[src/rtl/vga_timing_gen_if.sv]
// Raster output bundle: coordinates, syncs, data-enable and pixel/line/frame
// strobes, as driven by vga_timing_gen and consumed by the pixel pipeline.
interface vga_timing_gen_if;
  logic [9:0] sx;
  logic [9:0] sy;
  logic       de;
  logic       vga_hsync;
  logic       vga_vsync;
  logic       pix_stb;
  logic       line_start;
  logic       frame_start;

  // Timing generator side
  modport master (
    output sx, sy, de, vga_hsync, vga_vsync, pix_stb, line_start, frame_start
  );

  // Downstream consumer side
  modport slave (
    input sx, sy, de, vga_hsync, vga_vsync, pix_stb, line_start, frame_start
  );
endinterface

[src/rtl/vga_timing_gen.sv]
// Raster timing generator. Divides clk into a pixel strobe, walks sx/sy over
// the full H_TOTAL x V_TOTAL raster and produces registered de, syncs and
// line/frame start strobes aligned with the coordinates on the ports.
module vga_timing_gen #(
  parameter int CLK_DIV    = 4,
  parameter int H_ACTIVE   = 640,
  parameter int H_FP       = 16,
  parameter int H_SYNC     = 96,
  parameter int H_BP       = 48,
  parameter int V_ACTIVE   = 480,
  parameter int V_FP       = 10,
  parameter int V_SYNC     = 2,
  parameter int V_BP       = 33,
  parameter int H_SYNC_POL = 0,
  parameter int V_SYNC_POL = 0
) (
  input  logic             clk,
  input  logic             rst,
  vga_timing_gen_if.master vid_o
);

  localparam int H_TOTAL = H_ACTIVE + H_FP + H_SYNC + H_BP;
  localparam int V_TOTAL = V_ACTIVE + V_FP + V_SYNC + V_BP;
  localparam int DIV_W   = (CLK_DIV > 1) ? $clog2(CLK_DIV) : 1;

  localparam logic [DIV_W-1:0] DIV_MAX = DIV_W'(CLK_DIV - 1);
  localparam logic [9:0]       HT_M1   = 10'(H_TOTAL - 1);
  localparam logic [9:0]       VT_M1   = 10'(V_TOTAL - 1);

  // Window bounds carry an extra bit so an end bound of 1024 still fits.
  localparam logic [10:0] HA_END = 11'(H_ACTIVE);
  localparam logic [10:0] VA_END = 11'(V_ACTIVE);
  localparam logic [10:0] HS_BEG = 11'(H_ACTIVE + H_FP);
  localparam logic [10:0] HS_END = 11'(H_ACTIVE + H_FP + H_SYNC);
  localparam logic [10:0] VS_BEG = 11'(V_ACTIVE + V_FP);
  localparam logic [10:0] VS_END = 11'(V_ACTIVE + V_FP + V_SYNC);

  localparam logic HPOL = (H_SYNC_POL != 0);
  localparam logic VPOL = (V_SYNC_POL != 0);

  // Reject configurations the counters cannot represent.
  if (CLK_DIV < 1 || CLK_DIV > 16) begin : g_bad_div
    $error("vga_timing_gen: CLK_DIV must be 1..16");
  end
  if (H_TOTAL > 1024 || V_TOTAL > 1024 || H_TOTAL < 1 || V_TOTAL < 1) begin : g_bad_total
    $error("vga_timing_gen: H_TOTAL and V_TOTAL must be 1..1024");
  end

  logic [DIV_W-1:0] div_q, div_d;
  logic [9:0]       sx_q, sx_d;
  logic [9:0]       sy_q, sy_d;
  logic             de_q, de_d;
  logic             hs_q, hs_d;
  logic             vs_q, vs_d;
  logic             stb_q, stb_d;
  logic             ls_q, ls_d;
  logic             fs_q, fs_d;
  logic             adv;
  logic             h_wrap;
  logic             in_hs, in_vs, in_act;

  // Divider and raster advance: next coordinates, decoded from next values
  // so every registered output lines up with the registered sx/sy.
  always_comb begin
    adv    = (div_q == DIV_MAX);
    h_wrap = (sx_q == HT_M1);
    div_d  = adv ? '0 : div_q + 1'b1;
    sx_d   = sx_q;
    sy_d   = sy_q;
    if (adv) begin
      if (h_wrap) begin
        sx_d = '0;
        sy_d = (sy_q == VT_M1) ? '0 : sy_q + 10'd1;
      end else begin
        sx_d = sx_q + 10'd1;
      end
    end

    in_act = ({1'b0, sx_d} < HA_END) && ({1'b0, sy_d} < VA_END);
    in_hs  = ({1'b0, sx_d} >= HS_BEG) && ({1'b0, sx_d} < HS_END);
    in_vs  = ({1'b0, sy_d} >= VS_BEG) && ({1'b0, sy_d} < VS_END);

    // Decodes only move on an advance; between strobes everything holds.
    de_d  = adv ? in_act : de_q;
    hs_d  = adv ? (in_hs ? HPOL : ~HPOL) : hs_q;
    vs_d  = adv ? (in_vs ? VPOL : ~VPOL) : vs_q;
    stb_d = adv;
    ls_d  = adv && (sx_d == 10'd0);
    fs_d  = adv && (sx_d == 10'd0) && (sy_d == 10'd0);
  end

  // State and output registers; reset parks the raster on the last pixel so
  // the first advance lands on (0,0), and wins over any pending strobe.
  always_ff @(posedge clk) begin
    if (rst) begin
      div_q <= '0;
      sx_q  <= HT_M1;
      sy_q  <= VT_M1;
      de_q  <= 1'b0;
      hs_q  <= ~HPOL;
      vs_q  <= ~VPOL;
      stb_q <= 1'b0;
      ls_q  <= 1'b0;
      fs_q  <= 1'b0;
    end else begin
      div_q <= div_d;
      sx_q  <= sx_d;
      sy_q  <= sy_d;
      de_q  <= de_d;
      hs_q  <= hs_d;
      vs_q  <= vs_d;
      stb_q <= stb_d;
      ls_q  <= ls_d;
      fs_q  <= fs_d;
    end
  end

  assign vid_o.sx          = sx_q;
  assign vid_o.sy          = sy_q;
  assign vid_o.de          = de_q;
  assign vid_o.vga_hsync   = hs_q;
  assign vid_o.vga_vsync   = vs_q;
  assign vid_o.pix_stb     = stb_q;
  assign vid_o.line_start  = ls_q;
  assign vid_o.frame_start = fs_q;

endmodule

[src/flat_wrapper.sv]
// flat-port wrapper written by rule: the top's interface ports become plain ports
module vga_timing_gen_flat 
#(
  parameter int CLK_DIV    = 4,
  parameter int H_ACTIVE   = 640,
  parameter int H_FP       = 16,
  parameter int H_SYNC     = 96,
  parameter int H_BP       = 48,
  parameter int V_ACTIVE   = 480,
  parameter int V_FP       = 10,
  parameter int V_SYNC     = 2,
  parameter int V_BP       = 33,
  parameter int H_SYNC_POL = 0,
  parameter int V_SYNC_POL = 0
)
  (clk, rst, vid_o_sx, vid_o_sy, vid_o_de, vid_o_vga_hsync, vid_o_vga_vsync, vid_o_pix_stb, vid_o_line_start, vid_o_frame_start);
  vga_timing_gen_if vid_o_i ();
  input  logic clk;
  input  logic rst;
  output wire logic [$bits(vid_o_i.sx)-1:0] vid_o_sx;
  output wire logic [$bits(vid_o_i.sy)-1:0] vid_o_sy;
  output wire logic [$bits(vid_o_i.de)-1:0] vid_o_de;
  output wire logic [$bits(vid_o_i.vga_hsync)-1:0] vid_o_vga_hsync;
  output wire logic [$bits(vid_o_i.vga_vsync)-1:0] vid_o_vga_vsync;
  output wire logic [$bits(vid_o_i.pix_stb)-1:0] vid_o_pix_stb;
  output wire logic [$bits(vid_o_i.line_start)-1:0] vid_o_line_start;
  output wire logic [$bits(vid_o_i.frame_start)-1:0] vid_o_frame_start;
  assign vid_o_sx = vid_o_i.sx;
  assign vid_o_sy = vid_o_i.sy;
  assign vid_o_de = vid_o_i.de;
  assign vid_o_vga_hsync = vid_o_i.vga_hsync;
  assign vid_o_vga_vsync = vid_o_i.vga_vsync;
  assign vid_o_pix_stb = vid_o_i.pix_stb;
  assign vid_o_line_start = vid_o_i.line_start;
  assign vid_o_frame_start = vid_o_i.frame_start;
  vga_timing_gen #(.CLK_DIV(CLK_DIV), .H_ACTIVE(H_ACTIVE), .H_FP(H_FP), .H_SYNC(H_SYNC), .H_BP(H_BP), .V_ACTIVE(V_ACTIVE), .V_FP(V_FP), .V_SYNC(V_SYNC), .V_BP(V_BP), .H_SYNC_POL(H_SYNC_POL), .V_SYNC_POL(V_SYNC_POL)) u_core (.clk(clk), .rst(rst), .vid_o(vid_o_i));
endmodule
[config.mk]
export PLATFORM = sky130hd
export DESIGN_NAME = vga_timing_gen_flat
export DESIGN_NICKNAME = d
export VERILOG_FILES = /design/src/rtl/vga_timing_gen_if.sv /design/src/rtl/vga_timing_gen.sv /design/src/flat_wrapper.sv
export SDC_FILE = /design/constraint.sdc
export NUM_CORES = 1
export LEC_CHECK = 0
export CORE_MARGIN = 3
export CORE_UTILIZATION = 52
export DETAILED_ROUTE_END_ITERATION = 12
export PLACE_DENSITY = 0.83
export SKIP_LAST_GASP = 1
export SLEW_MARGIN = 25
export SYNTH_ARGS = -nofsm -noshare
export SYNTH_HDL_FRONTEND = slang
export SYNTH_SLANG_ARGS = --single-unit
[constraint.sdc]
create_clock -name clk -period 2.24 [get_ports clk]
set_input_delay 0.336 -clock clk [delete_from_list [all_inputs] [get_ports clk]]
set_output_delay 0.336 -clock clk [all_outputs]
set_load 0.02 [all_outputs]
==> flow_summary.json <==
{
  "status": "completed",
  "internal-power_uw": 764,
  "maxSlewHeadroom_pct": 65.7,
  "synth_area_leader_cell": "dfxtp_1",
  "gp_congestion": 0.923,
  "fp.dieW_um": 61.1,
  "viasPerCell": 6.05,
  "hold_path_class": "register to register",
  "layout-drive-gt1-share_pct": 15.3,
  "crit_start": "u_core.vid_o.sy[2]",
  "hold_ws_ns": 0.446,
  "synth.top_cell.area_share_pct": 35.5,
  "async_reset_ff_share_pct": 0,
  "grt_pass1_vias": 1446,
  "worst_pin_slew_ns": 0.512,
  "grt_pass1_wl_um": 6600,
  "drt-wirelength-per-cell_um": 16.1,
  "n_antenna_cell": 0,
  "slew_violations": 0,
  "dp_cells": 242,
  "grt_setup_unrepaired": "true",
  "peakVddDrop_v": 0.000376,
  "crit_path_start_kind": "register",
  "root_buffer": "clkbuf_4",
  "post_dp_cell_area_sq_um": 1920,
  "synth_cells": 184,
  "dr_total_vias": 1488,
  "max_freq_ghz": 0.472,
  "routed_wl_um": 3960,
  "min-delay-start": "u_core.div_q[0]",
  "dr.pass1.iters": 6,
  "timing.final.hold_violations": 0,
  "synth.distinct_cells": 47,
  "seq_area_frac_synth_pct": 35.5,
  "p_leak_nw": 0.777,
  "critPathArrivalTime_ns": 2.37,
  "grt_max_degree": 26,
  "synth_commonest_cells": "dfxtp_1 (28), nor2_1 (18), nand2_1 (14)",
  "yosysWarnings": 0,
  "stdcell_count": 246,
  "num_io_pins": 28,
  "switching_power_uw": 351,
  "r2r-start": "u_core.vid_o.sy[2]",
  "syn_to_final_growth_pct": 25.4,
  "antenna_found_initial": 0,
  "clock_latency_ns": 0.34,
  "cts_buffer_depth": 2,
  "drc_errors": 0,
  "postCtsSetupBuffers": 0,
  "clk_pin_slew_ns": 0.16,
  "portBuffers": 27,
  "htree_levels": 1,
  "skew_ns": 0.0127,
  "fin_nets": 222,
  "rows": 19,
  "setup_tns_ns": 0,
  "ys.flop_type": "dfxtp_1",
  "cts_tree": "built",
  "syn_area_sq_um": 1580,
  "maxCapViolCount": 0,
  "finalCritPeriodShare_pct": 94.6,
  "power_frac_seq_pct": 49.1,
  "synth-seq-cells": 28,
  "path_class": "register to register",
  "core_area_sq_um": 2830,
  "start_util_pct": 55.9,
  "track_usage_pct": 23.4,
  "grt.overflow.total": 0,
  "cts_buffers": 3,
  "synthesis.nets": 190,
  "cp-end-kind": "register",
  "powerDensity_nw_per_um2": 562,
  "setup_viol": 0,
  "dieArea_sq_um": 3740,
  "fillerInstances": 221,
  "final_util_pct": 70.1,
  "synth.most_common_cell": "dfxtp_1",
  "path_max_fanout": 7,
  "post-route-min-period_ns": 2.12,
  "cts_sinks": 28,
  "avgSynthCellArea_sq_um": 8.59,
  "synth_edf_count": 0,
  "die_h_um": 61.1,
  "crit_required_ns": 2.49,
  "netSwitchingFraction_pct": 31.5,
  "p_clk_share_pct": 22.7,
  "fin_area_sq_um": 1980,
  "dp_hpwl_um": 3080,
  "synth_area_leaders": "dfxtp_1 (35%), xnor2_1 (5.5%), nor2_1 (4.3%), nor3_1 (4.1%), nand2_1 (3.3%)",
  "p_comb_share_pct": 28.2,
  "ant_nets": 0,
  "drt-initial-drc-count": 94
}
==> critical path: stages, from the launching register on <==
cell and delay, ns:
dfxtp_1 0.48, nand3_1 0.22, or3_1 0.41, o31a_1 0.28, a211oi_2 0.26, a21oi_1 0.11
nor4bb_1 0.28
==> cells in the final DEF (no fill, tap or decap), drive strengths merged, types with 4 or more instances in the layout <==
cell and count:
dfxtp 28, clkdlybuf4s50 27, nor2 18, nand2 14, buf 14, nor3 13
xnor2 11, a21oi 7, nand4 7, inv 6, xor2 6, and3 5
o21bai 5, nor4 5, nand3 4, a31oi 4, ha 4, clkbuf 4
==> cells by family after synthesis <==
logic type / count (synthesis) / synth area share, %
simple gates: 80 / 28.3
compound gates: 33 / 15.8
flops: 28 / 35.5
buf+inv: 20 / 6.10
xor+xnor: 17 / 9.90
fa+ha+maj: 4 / 3.17
mux: 2 / 1.27
==> per-stage QoR <==
stage               power, mW  setup WS (ns)
floorplan               0.752         0.0425
global placement        0.849          0.175
detailed placement      0.860         0.0757
CTS                      1.11         0.0392
global route             1.16        -0.0269
finish                   1.11          0.121
==> worst paths after layout <==
check / end / slack (ns) / depth (start not counted)
worst max-delay path: u_core.vid_o.frame_start / 0.12 / 6
worst min-delay path: u_core.div_q[0] / 0.45 / 1
worst max register to register: u_core.vid_o.frame_start / 0.12 / 6
worst min register to register: u_core.div_q[0] / 0.45 / 1
==> area by class of cell <==
| class | instances | area (sq um) | share of cell area, % |
|---|---|---|---|
| inverters | 6 | 22.5 | 1.14 |
| repair buffers | 41 | 375 | 18.9 |
| clock buffers | 4 | 36.3 | 1.83 |
| multi-input cells | 136 | 947 | 47.8 |
| flip-flops and latches | 28 | 562 | 28.3 |
| well taps | 31 | 38.8 | 1.96 |
==> registers in the layout (all words and copies together) (netlist names) <==
register	count
u_core.vid_o.sx	10
u_core.vid_o.sy	10
u_core.div_q	2
u_core.vid_o.de	1
u_core.vid_o.frame_start	1
u_core.vid_o.line_start	1
u_core.vid_o.pix_stb	1
u_core.vid_o.vga_hsync	1
u_core.vid_o.vga_vsync	1
==> power groups by stage <==
stage / Clock (mW) / Combinational, mW / Sequential (mW)
6_report: 0.253 / 0.314 / 0.547
5_1_grt: 0.267 / 0.344 / 0.550
4_1_cts: 0.258 / 0.306 / 0.546
3_5_place_dp: 0 / 0.304 / 0.557
3_3_place_gp: 0 / 0.294 / 0.555
2_1_floorplan: 0 / 0.173 / 0.578
==> timing repair <==
| item | 4_1_cts | 5_1_grt |
|---|---|---|
| setup endpoints to repair | 0 | 3 |
| resized for setup | 0 | 6 |
| hold buffers | 0 | 0 |
==> routing by layer <==
metal,up-vias,part of all wire (%),GRT usage [%]
met3,10,4.7,3.98
li1,723,-,-
met2,61,49,37.6
met1,694,45,30.8
met4,0,2.0,9.91
met5,-,0,0
Power figures use the tool's default switching activity.
